===== src/rtl/serial_add_pkg.sv =====
// Shared encodings and defaults for the bit-serial adder controller.
package serial_add_pkg;
   typedef enum logic [1:0] {
      ST_IDLE = 2'd0,
      ST_RUN  = 2'd1,
      ST_DONE = 2'd2
   } state_t;

   localparam int DEF_WIDTH = 8;
endpackage


===== src/rtl/serial_add_ctrl_fa.sv =====
// Single-bit full-adder cell; the only arithmetic in the serial datapath.
module serial_add_ctrl_fa (
   input  logic a,
   input  logic b,
   input  logic ci,
   output logic s,
   output logic co
);
   assign s  = a ^ b ^ ci;
   assign co = (a & b) | (a & ci) | (b & ci);
endmodule


===== src/rtl/serial_add_ctrl.sv =====
// Bit-serial adder controller: one full-adder cell walked LSB-first over WIDTH bits.
// Define SERIAL_ADD_SUB_EN to add the 'sub' port (a - b via inverted B and forced carry-in).
module serial_add_ctrl
   import serial_add_pkg::*;
#(
   parameter int WIDTH = DEF_WIDTH
) (
   input  logic             clk,
   input  logic             rst,
   input  logic             start,
`ifdef SERIAL_ADD_SUB_EN
   input  logic             sub,
`endif
   input  logic [WIDTH-1:0] a,
   input  logic [WIDTH-1:0] b,
   input  logic             cin,
   output logic             busy,
   output logic             done,
   output logic [WIDTH-1:0] sum,
   output logic             cout
);
   localparam int CW = (WIDTH > 1) ? $clog2(WIDTH) : 1;

   state_t           state;
   logic [WIDTH-1:0] sh_a;
   logic [WIDTH-1:0] sh_b;
   logic             carry;
   logic [CW-1:0]    cnt;
   logic             s_bit;
   logic             c_bit;
   logic [WIDTH-1:0] b_cap;
   logic             c_cap;

   // Subtraction is two's complement: a + ~b + 1.
   always_comb begin
      b_cap = b;
      c_cap = cin;
`ifdef SERIAL_ADD_SUB_EN
      if (sub) begin
         b_cap = ~b;
         c_cap = 1'b1;
      end
`endif
   end

   serial_add_ctrl_fa u_fa (
      .a  (sh_a[0]),
      .b  (sh_b[0]),
      .ci (carry),
      .s  (s_bit),
      .co (c_bit)
   );

   always_ff @(posedge clk or posedge rst) begin
      if (rst) begin
         state <= ST_IDLE;
         busy  <= 1'b0;
         done  <= 1'b0;
         sum   <= '0;
         cout  <= 1'b0;
         cnt   <= '0;
         carry <= 1'b0;
         sh_a  <= '0;
         sh_b  <= '0;
      end else begin
         case (state)
            ST_IDLE: begin
               done <= 1'b0;
               if (start) begin
                  sh_a  <= a;
                  sh_b  <= b_cap;
                  carry <= c_cap;
                  sum   <= '0;
                  cnt   <= '0;
                  busy  <= 1'b1;
                  state <= ST_RUN;
               end
            end
            ST_RUN: begin
               // Result fills from the MSB side so bit 0 lands in place after WIDTH shifts.
               sum   <= {s_bit, sum[WIDTH-1:1]};
               sh_a  <= sh_a >> 1;
               sh_b  <= sh_b >> 1;
               carry <= c_bit;
               if (cnt == CW'(WIDTH - 1)) begin
                  cnt   <= '0;
                  cout  <= c_bit;
                  busy  <= 1'b0;
                  done  <= 1'b1;
                  state <= ST_DONE;
               end else begin
                  cnt <= cnt + 1'b1;
               end
            end
            ST_DONE: begin
               done  <= 1'b0;
               state <= ST_IDLE;
            end
            default: begin
               busy  <= 1'b0;
               done  <= 1'b0;
               state <= ST_IDLE;
            end
         endcase
      end
   end
endmodule


===== config.mk =====
export PLATFORM = sky130hd
export DESIGN_NAME = serial_add_ctrl
export DESIGN_NICKNAME = d
export VERILOG_FILES = /design/src/rtl/serial_add_pkg.sv /design/src/rtl/serial_add_ctrl_fa.sv /design/src/rtl/serial_add_ctrl.sv
export SDC_FILE = /design/constraint.sdc
export NUM_CORES = 1
export LEC_CHECK = 0
export BUFFER_PORTS_ARGS = -buffer_cell sky130_fd_sc_hd__clkbuf_2
export CORE_MARGIN = 5
export CORE_UTILIZATION = 52
export DETAILED_ROUTE_END_ITERATION = 6
export PLACE_DENSITY_LB_ADDON = 0.12
export SYNTH_ARGS = -nofsm -noshare
export SYNTH_HDL_FRONTEND = slang
export SYNTH_SLANG_ARGS = --single-unit
export TNS_END_PERCENT = 100

===== constraint.sdc =====
create_clock -name clk -period 1.3 [get_ports clk]
set_input_delay 0.065 -clock clk [delete_from_list [all_inputs] [get_ports clk]]
set_output_delay 0.065 -clock clk [all_outputs]
set_load 0.01 [all_outputs]

# After elaboration in Yosys (flattened, before gate mapping)
# Cells that the tools add are included.
[totals]
input_bits = 20
elab_cells = 48
reg_bits = 33
out_inout_bits = 11
[classes]
n_reduce_logical = 6
n_eq_ne = 5
addsub = 1
n_bitwise = 8
muxes = 19
[ops]
columns = ["op", "count"]
rows = [
  ["one-hot mux 8 bit (2 select lines)", 3],
  ["2-to-1 mux 8 bit", 3],
  ["2-to-1 mux 3 bit", 2],
  ["one-hot mux 3 bit (2 select lines)", 1],
  ["AND reduction 2 bit", 3],
  ["2-to-1 mux 1 bit", 5],
  ["2-to-1 mux 2 bit", 2],
  ["inequality test 2 bit, second input constant", 2],
  ["one-hot mux 2 bit (2 select lines)", 1],
  ["adder 3 x 1 -> 3 bit, second input constant", 1],
  ["bitwise AND 1 bit", 3],
  ["equality test 3 bit, second input constant", 1],
  ["one-hot mux 1 bit (3 select lines)", 1],
  ["AND reduction 3 bit", 1],
  ["equality test 2 x 1 -> 1 bit, second input constant", 1],
  ["equality test 2 bit, second input constant", 1],
  ["logical NOT 2 bit", 1],
  ["bitwise OR 1 bit", 2],
  ["one-hot mux 1 bit (2 select lines)", 1],
  ["nonzero test 2 bit", 1],
  ["XOR 1 bit", 2],
  ["inverter 1 bit", 1],
]

# Logic depth before layout (Yosys ltp)
# Gate-level depths: netlist of run 1.
[logic_depth]
depth_word = 4
ltp_mapped = 5
ltp_nobuf = 5

# By module
# A second synthesis of run 1 with hierarchy kept.
[hier_totals]
hier_cells = 138
hier_area_um2 = 1462.7
[by_module_without_submodules]
columns = ["module", "area_each_um2", "n_inst", "seq_area_each_um2", "cells_each"]
rows = [
  ["serial_add_ctrl", 1442.6, 1, 825.8, 137],
  ["serial_add_ctrl_fa", 20.0, 1, 0.0, 1],
]

# Least setup slack after synthesis of run 1
# No wires, ideal clock.
[synth_path]
path_kind = "reg2reg"
startpoint = "register state[0]"
endpoint = "register sh_a[3]"
t_arrival_ns = 1.100
stages_incl_launch_ff = 5
path_slack_ns = 0.076
setup_time_ns = 0.124
period_less_slack_ns = 1.224
required_time_ns = 1.176
n_path_buf = 1
cell_sequence = "dfrtp_1 buf_2 or4b_1 o21ai_0 a21oi_1"
[synth_via]
elab_chain_len = 3
elab_cells_between_ends = 6
cone_classes = "eq/ne: 2; mux: 1; reduce/logical: 3"
[synth_lines]
columns = ["item", "line_no", "source"]
rows = [
  ["start: declaration", "serial_add_ctrl.sv:24", "state_t state;"],
  ["start signal: assignment", "serial_add_ctrl.sv:56", "state <= ST_IDLE;"],
  ["start signal: assignment", "serial_add_ctrl.sv:76", "state <= ST_RUN;"],
  ["start signal: assignment", "serial_add_ctrl.sv:90", "state <= ST_DONE;"],
  ["equality test 2 x 1 -> 1 bit / logical NOT 2 bit (equally long branches)", "serial_add_ctrl.sv:66", "case (state)"],
  ["nonzero test 2 bit (no source line) / inequality test 2 bit (equally long branches)", "-", ""],
  ["AND reduction 2 bit (no source line)", "-", ""],
  ["end signal: assignment", "serial_add_ctrl.sv:82", "sh_a <= sh_a >> 1;"],
  ["end: declaration", "serial_add_ctrl.sv:25", "logic [WIDTH-1:0] sh_a;"],
]
# Parallel ways exist; a longest one is shown, timed or not.
# A chain may end at the register's enable or synchronous reset.

# Worst setup path in the final report of run 1
[layout_path]
startpoint = "register state[1]"
endpoint = "register carry"
[layout_via]
elab_chain_len = 3
elab_cells_between_ends = 6
cone_classes = "eq/ne: 2; mux: 1; reduce/logical: 3"
[layout_lines]
columns = ["item", "line_no", "source"]
rows = [
  ["equality test 2 x 1 -> 1 bit / logical NOT 2 bit (equally long branches)", "serial_add_ctrl.sv:66", ""],
  ["nonzero test 2 bit (no source line) / inequality test 2 bit (equally long branches)", "-", ""],
  ["AND reduction 2 bit (no source line)", "-", ""],
  ["end signal: assignment", "serial_add_ctrl.sv:72", "carry <= c_cap;"],
  ["end signal: assignment", "serial_add_ctrl.sv:84", "carry <= c_bit;"],
  ["end: declaration", "serial_add_ctrl.sv:27", "logic carry;"],
]
# Parallel ways exist; a longest one is shown, timed or not.

==> metrics.txt, run 1 <==
Final period util=between 90% and 100%; WHS Endpoint=sh_b[1]; Die Ht=~62 um; buffers added on ports=30; post-place setup slack=around 1.4 ps; TritonCTS clock tree=yes; die area=3910 sq um; post-route setup slack=37.2 ps; GRT Total Usage=between 15 and 20%; post-synthesis cell type count=27; actual slew at the worst max-slew pin=approximately 410 ps; root buf cell=clkbuf_4; skew final=13.6 ps; leading post-synthesis cells by instance count=33 x dfrtp_1, 14 x o22ai_1, 13 x a21oi_1; status=complete, no violations; post-synthesis cell area=1430 sq um; DR vias=1175; Crit Path Class=register to register; Power Density=2390 nW/um^2; Final ANT Viol Nets=0; required time of the critical path=1510 ps; first-pass GRT wire length=5680 um; number of flops mapped to enable cells by yosys=0; HPWL after DPL=about 2200 um; top post-synthesis cells by area=dfrtp_1 58%, a22o_1 6.1%, o22ai_1 6.1%; worst-skew pair later-pin latency=about 330 ps; DR pass1 iterations=4; post-synth top area share=57.6%; hold path depth=3; CP peak stage delay=460 ps; CTS max path bufs=2; initial antenna violation count=0; Mapped Nets=154; CP Max Fanout=7; number of diodes=0; final instance area=1800 sq um; max-slew violation count=0; Clock Sink Count=33; Static Leakage=roughly 0.9 nW; DRC errors left=0; clock power share=approximately 18%; htree depth=2; slowest CP cell=dfrtp_1; Critical Path AT=~1500 ps; most common cell in the netlist=dfrtp_1; Sequential Power Share=approximately two fifths; largest net degree at the start of global routing=34; Max Cap Viol=0; combinational share of power=40.2%; Synthesis Warnings=0; post-synthesis register bit count=33; Core ar.=2690 sq um; area leader, netlist=dfrtp_1; Synth Instances=131; Cell Rows=19; HP Class=primary input to register; peak supply drop=1520 uV; nets=approximately 200; reg2reg path depth=3; # IOs=31; Critical R2R Launch=state[1]; Post-Syn Area per Cell=10.9 sq um; share of cells above drive strength 1=33.3%; final hold viol count=0; Worst Hold Launch=b[1]; crit path capture type=register; Critical Path Source Type=register; Detailed Route Iter0 Violations=39; async set-or-reset flop fraction in the synthesized netlist=100%; via-per-instance ratio=5.73; Chip Width=62.5 um; Placed Area=about 1600 sq um; global placer's final weighted congestion=between 0.8 and 0.9; GR Overflow Total=0; total length of routed wires=approximately 3200 um; sequential share of the synthesized area=57.6%; unrepaired setup endpoints after global routing=true; worst path cell trace=nand2b_1 > o32ai_1 > a221oi_2; net switching power=0.00152 W; Reg clk slew, reported paths=around 100 ps; CTS buffer count=5; Int Power=0.00279 W; # fillers=about 240; sw frac=35.3%; Slew headroom=72.8%; Initial Util=53.3%; number of global-route vias before repair=1275; wire length per cell=15.7 um; Synth Flop Type=dfrtp_1; reg-to-reg endpoint=carry; FF-to-FF setup slack=40 ps; final setup violation count=0; Period minus WS final=1260 ps; Max Fclk=792 MHz; P&R area growth vs syn=25.8%
==> flip-flops by register name (all words and copies together) (netlist names) <==
register and count:
sum 8, cout 1, carry 1, sh_a 8, sh_b 8, done 1
busy 1, state 2, cnt 3
==> worst max-delay path, delay by kind of cell (launching register included) <==
family | cells | cell delay, ps
AO/OA/AOI/OAI | 2 | 410
flip-flops | 1 | 460
AND/OR/NAND/NOR | 1 | 270
==> layout by cell type, fill, tap and decap left out, types with 2 or more instances in the layout <==
cell and count:
a21oi_1 13, dfrtp_1 32, a22oi_1 2, clkbuf_4 5
clkbuf_2 31, a22o_1 10, o21ai_0 4, buf_4 10
nand2_1 3, nor3b_1 2, nand2b_1 2, dlygate4sd3_1 3
o22a_1 2, nand2b_2 2, o22ai_1 14, inv_1 10
nor2_1 10
==> through the flow <==
step | std cells | power, W | hold WS, ps | TNS [ps] | utilization (%)
after floorplan | 131 | 0.00287 | 194 | 0 | -
after global placement | 192 | 0.00333 | 147 | 0 | 61.2
after detailed placement | 192 | 0.00343 | 158 | 0 | 61.2
after CTS | 203 | 0.00424 | 18.5 | 0 | 65.6
after global routing | 205 | 0.00468 | 13.9 | -97.7 | 67.1
final | 205 | 0.00431 | 17.5 | 0 | 67.1
==> power by group through the flow <==
stage	Combinational (W)	Sequential, W	Clock (W)
floorplan	0.00109	0.00178	0
global placement	0.00154	0.00179	0
detailed placement	0.00161	0.00182	0
CTS	0.00163	0.00180	0.000809
global route	0.00197	0.00185	0.000859
finish	0.00174	0.00178	0.000793
==> worst max-delay path by stage <==
stage	from	end	slack [ps]	cells past startpoint
final	state[1]	carry	40	3
after floorplan	state[0]	sh_a[3]	80	4
after global placement	state[0]	sh_a[3]	60	3
after global routing	state[1]	carry	-40	3
after detailed placement	state[0]	sh_a[1]	1	3
after CTS	carry	carry	20	3
==> logic make-up after synthesis <==
family	count (synthesis)	share of synthesized area, %
fa+ha+maj	3	3.14
buf+inv	19	5.85
compound gates	53	25.1
simple gates	23	8.30
flops	33	57.6
==> area by class of cell <==
class	count	area (sq um)	area share [%]
repair buffers	44	260	14.4
flip-flops and latches	33	827	45.9
inverters	10	37.5	2.08
well taps	31	38.8	2.15
multi-input cells	79	553	30.7
clock inverters	1	30.0	1.67
clock buffers	7	55.1	3.06
==> layer usage <==
metal | wire length [um] | vias to the layer above | share of wire (%) | GRT usage (%)
met4 | 35 | 0 | 1.1 | 5.57
met1 | 1380 | 585 | 43 | 21.0
met3 | 143 | 5 | 4.4 | 5.76
met2 | 1660 | 27 | 51 | 30.8
met5 | 0 | - | 0 | 0
li1 | - | 558 | - | -
==> what timing repair did <==
item / 4_1_cts / 5_1_grt
hold buffers: 3 / 0
resized for setup: 3 / 6
endpoints found under the hold margin: 35 / 0
pin swaps: 0 / 1
buffers inserted: 0 / 2
endpoints found under the setup margin: 4 / 18
(Power assumes the default switching activity.)
==> run 2, diff against run 1 <==
--- a/config.mk
+++ b/config.mk
@@ -9,6 +9,7 @@
 export CORE_MARGIN = 5
 export CORE_UTILIZATION = 52
 export DETAILED_ROUTE_END_ITERATION = 6
+export GPL_TIMING_DRIVEN = 0
 export PLACE_DENSITY_LB_ADDON = 0.12
 export SYNTH_ARGS = -nofsm -noshare
 export SYNTH_HDL_FRONTEND = slang
==> metrics.txt, run 2 (synthesized netlist as in run 1, its figures left out) <==
status=complete, no violations; unrepaired setup endpoints after global routing=true; share of cells above drive strength 1=32.8%; wire length per cell=15.2 um; htree depth=2; max-slew violation count=0; Detailed Route Iter0 Violations=57; Chip Width=roughly 62 um; worst-skew pair later-pin latency=340 ps; Cell Rows=19; Static Leakage=0.886 nW; actual slew at the worst max-slew pin=between 600 and 700 ps; GR Overflow Total=0; area of the multi-input gates=543 sq um; # fillers=213; total power=0.00428 W; Final period util=97.2%; nets=between 150 and 200; global placer's final weighted congestion=0.791; Power Density=2360 nW/um^2; Critical Path Source Type=register; most frequent cells in the layout=33 x dfrtp_1, 30 x clkbuf_2, 13 x o22ai_1, 13 x a21oi_1; Max Cap Viol=0; first-pass GRT wire length=5350 um; slowest CP cell=dfrtp_1; commonest non-fill, non-tap cell in the layout=dfrtp_1; final setup violation count=0; # IOs=31; CP peak stage delay=390 ps; peak supply drop=roughly 1500 uV; root buf cell=clkbuf_4; largest registers=sh_a (8), sh_b (8), sum (8); Crit path buffers/inverters=2; P&R area growth vs syn=26.6%; Core ar.=2690 sq um; CTS max path bufs=2; TritonCTS clock tree=yes; Min Hold Slack=19.5 ps; largest net degree at the start of global routing=34; CP delay by family, top=flip-flops; DR pass1 iterations=4; GRT Total Usage=17.1%; required time of the critical path=1560 ps; CP Max Fanout=10; Period minus WS final=1260 ps; DR vias=1175; FF/Latch Area=a little over 800 sq um; via-per-instance ratio=between 5 and 6; HP Class=primary input to register; CTS buffer count=5; Final ANT Viol Nets=0; Slew headroom=58.1%; Die Ht=62.5 um; skew final=a little over 8 ps; final hold viol count=0; number of diodes=0; buffers added on ports=30; initial antenna violation count=0; DRC errors left=0; Initial Util=53.3%; Max Fclk=792 MHz; Reg clk slew, reported paths=about 100 ps; crit path capture type=register; Clock Sink Count=33; Crit Path Class=register to register; number of global-route vias before repair=1227; worst path cell trace=buf_6 > o21bai_2 > buf_4 > nand2_1 > o21ai_0; total length of routed wires=~3100 um; HPWL after DPL=2160 um; Critical Path AT=1520 ps; die area=3910 sq um; FF-to-FF setup slack=40 ps
[run 2: report_power, final]
part | switching [W] | total (W) | internal (W)
Clock | 0.000338 | 0.000798 | 0.000459
Sequential | 0.000276 | 0.00176 | 0.00149
Combinational | 0.000896 | 0.00172 | 0.000821
[run 2: tightest hold or removal path, delay by kind of cell]
family	cells	cell delay [ps]
buf+inv	1	80
compound gates	2	180
[run 2: what timing repair did]
action,4_1_cts,5_1_grt
setup endpoints to repair,13,21
buffers inserted,0,2
pin swaps,0,1
gates resized for setup,6,6
hold buffers,2,1
hold endpoints to repair,2,15
[run 2: final cells by class]
type / instances / area share [%]
inverters: 10 / 2.07
flip-flops and latches: 33 / 45.5
clock buffers: 7 / 3.04
repair buffers: 36 / 12.3
plain buffers: 8 / 3.31
multi-input cells: 79 / 30.0
well taps: 31 / 2.14
clock inverters: 1 / 1.66
[run 2: final timing paths]
| check | to | cells after the start | start |
|---|---|---|---|
| worst max-delay path | sum[7] | 5 | state[0] |
| worst min-delay path | sh_b[3] | 3 | b[3] |
| worst max register to register | sum[7] | 5 | state[0] |
| worst min register to register | cout | 2 | cout |
| max in group asynchronous | sh_a[3] | 4 | rst |
| min in group asynchronous | cnt[2] | 3 | rst |
[run 2: stage by stage]
step / utilization (%) / cell area [sq um] / cells / setup WS, ps / TNS [ps]
3_5_place_dp: 60.4 / 1620 / 192 / -36.0 / -145
2_1_floorplan: - / 1430 / 131 / 75.9 / 0
3_3_place_gp: 60.4 / 1620 / 192 / -1.34 / -1.34
6_report: 67.5 / 1810 / 205 / 36.9 / 0
4_1_cts: 64.8 / 1740 / 202 / 10.8 / 0
5_1_grt: 67.5 / 1810 / 205 / -45.2 / -87.4
[run 2: routing by layer]
| layer | share of wire, % | wire length (um) | vias to the layer above | track usage, % |
|---|---|---|---|---|
| met3 | 4.4 | 139 | 4 | 6.29 |
| li1 | - | - | 559 | - |
| met4 | 1.5 | 46 | 0 | 6.90 |
| met1 | 45 | 1410 | 589 | 20.4 |
| met5 | 0 | 0 | - | 0 |
| met2 | 49 | 1530 | 23 | 27.8 |
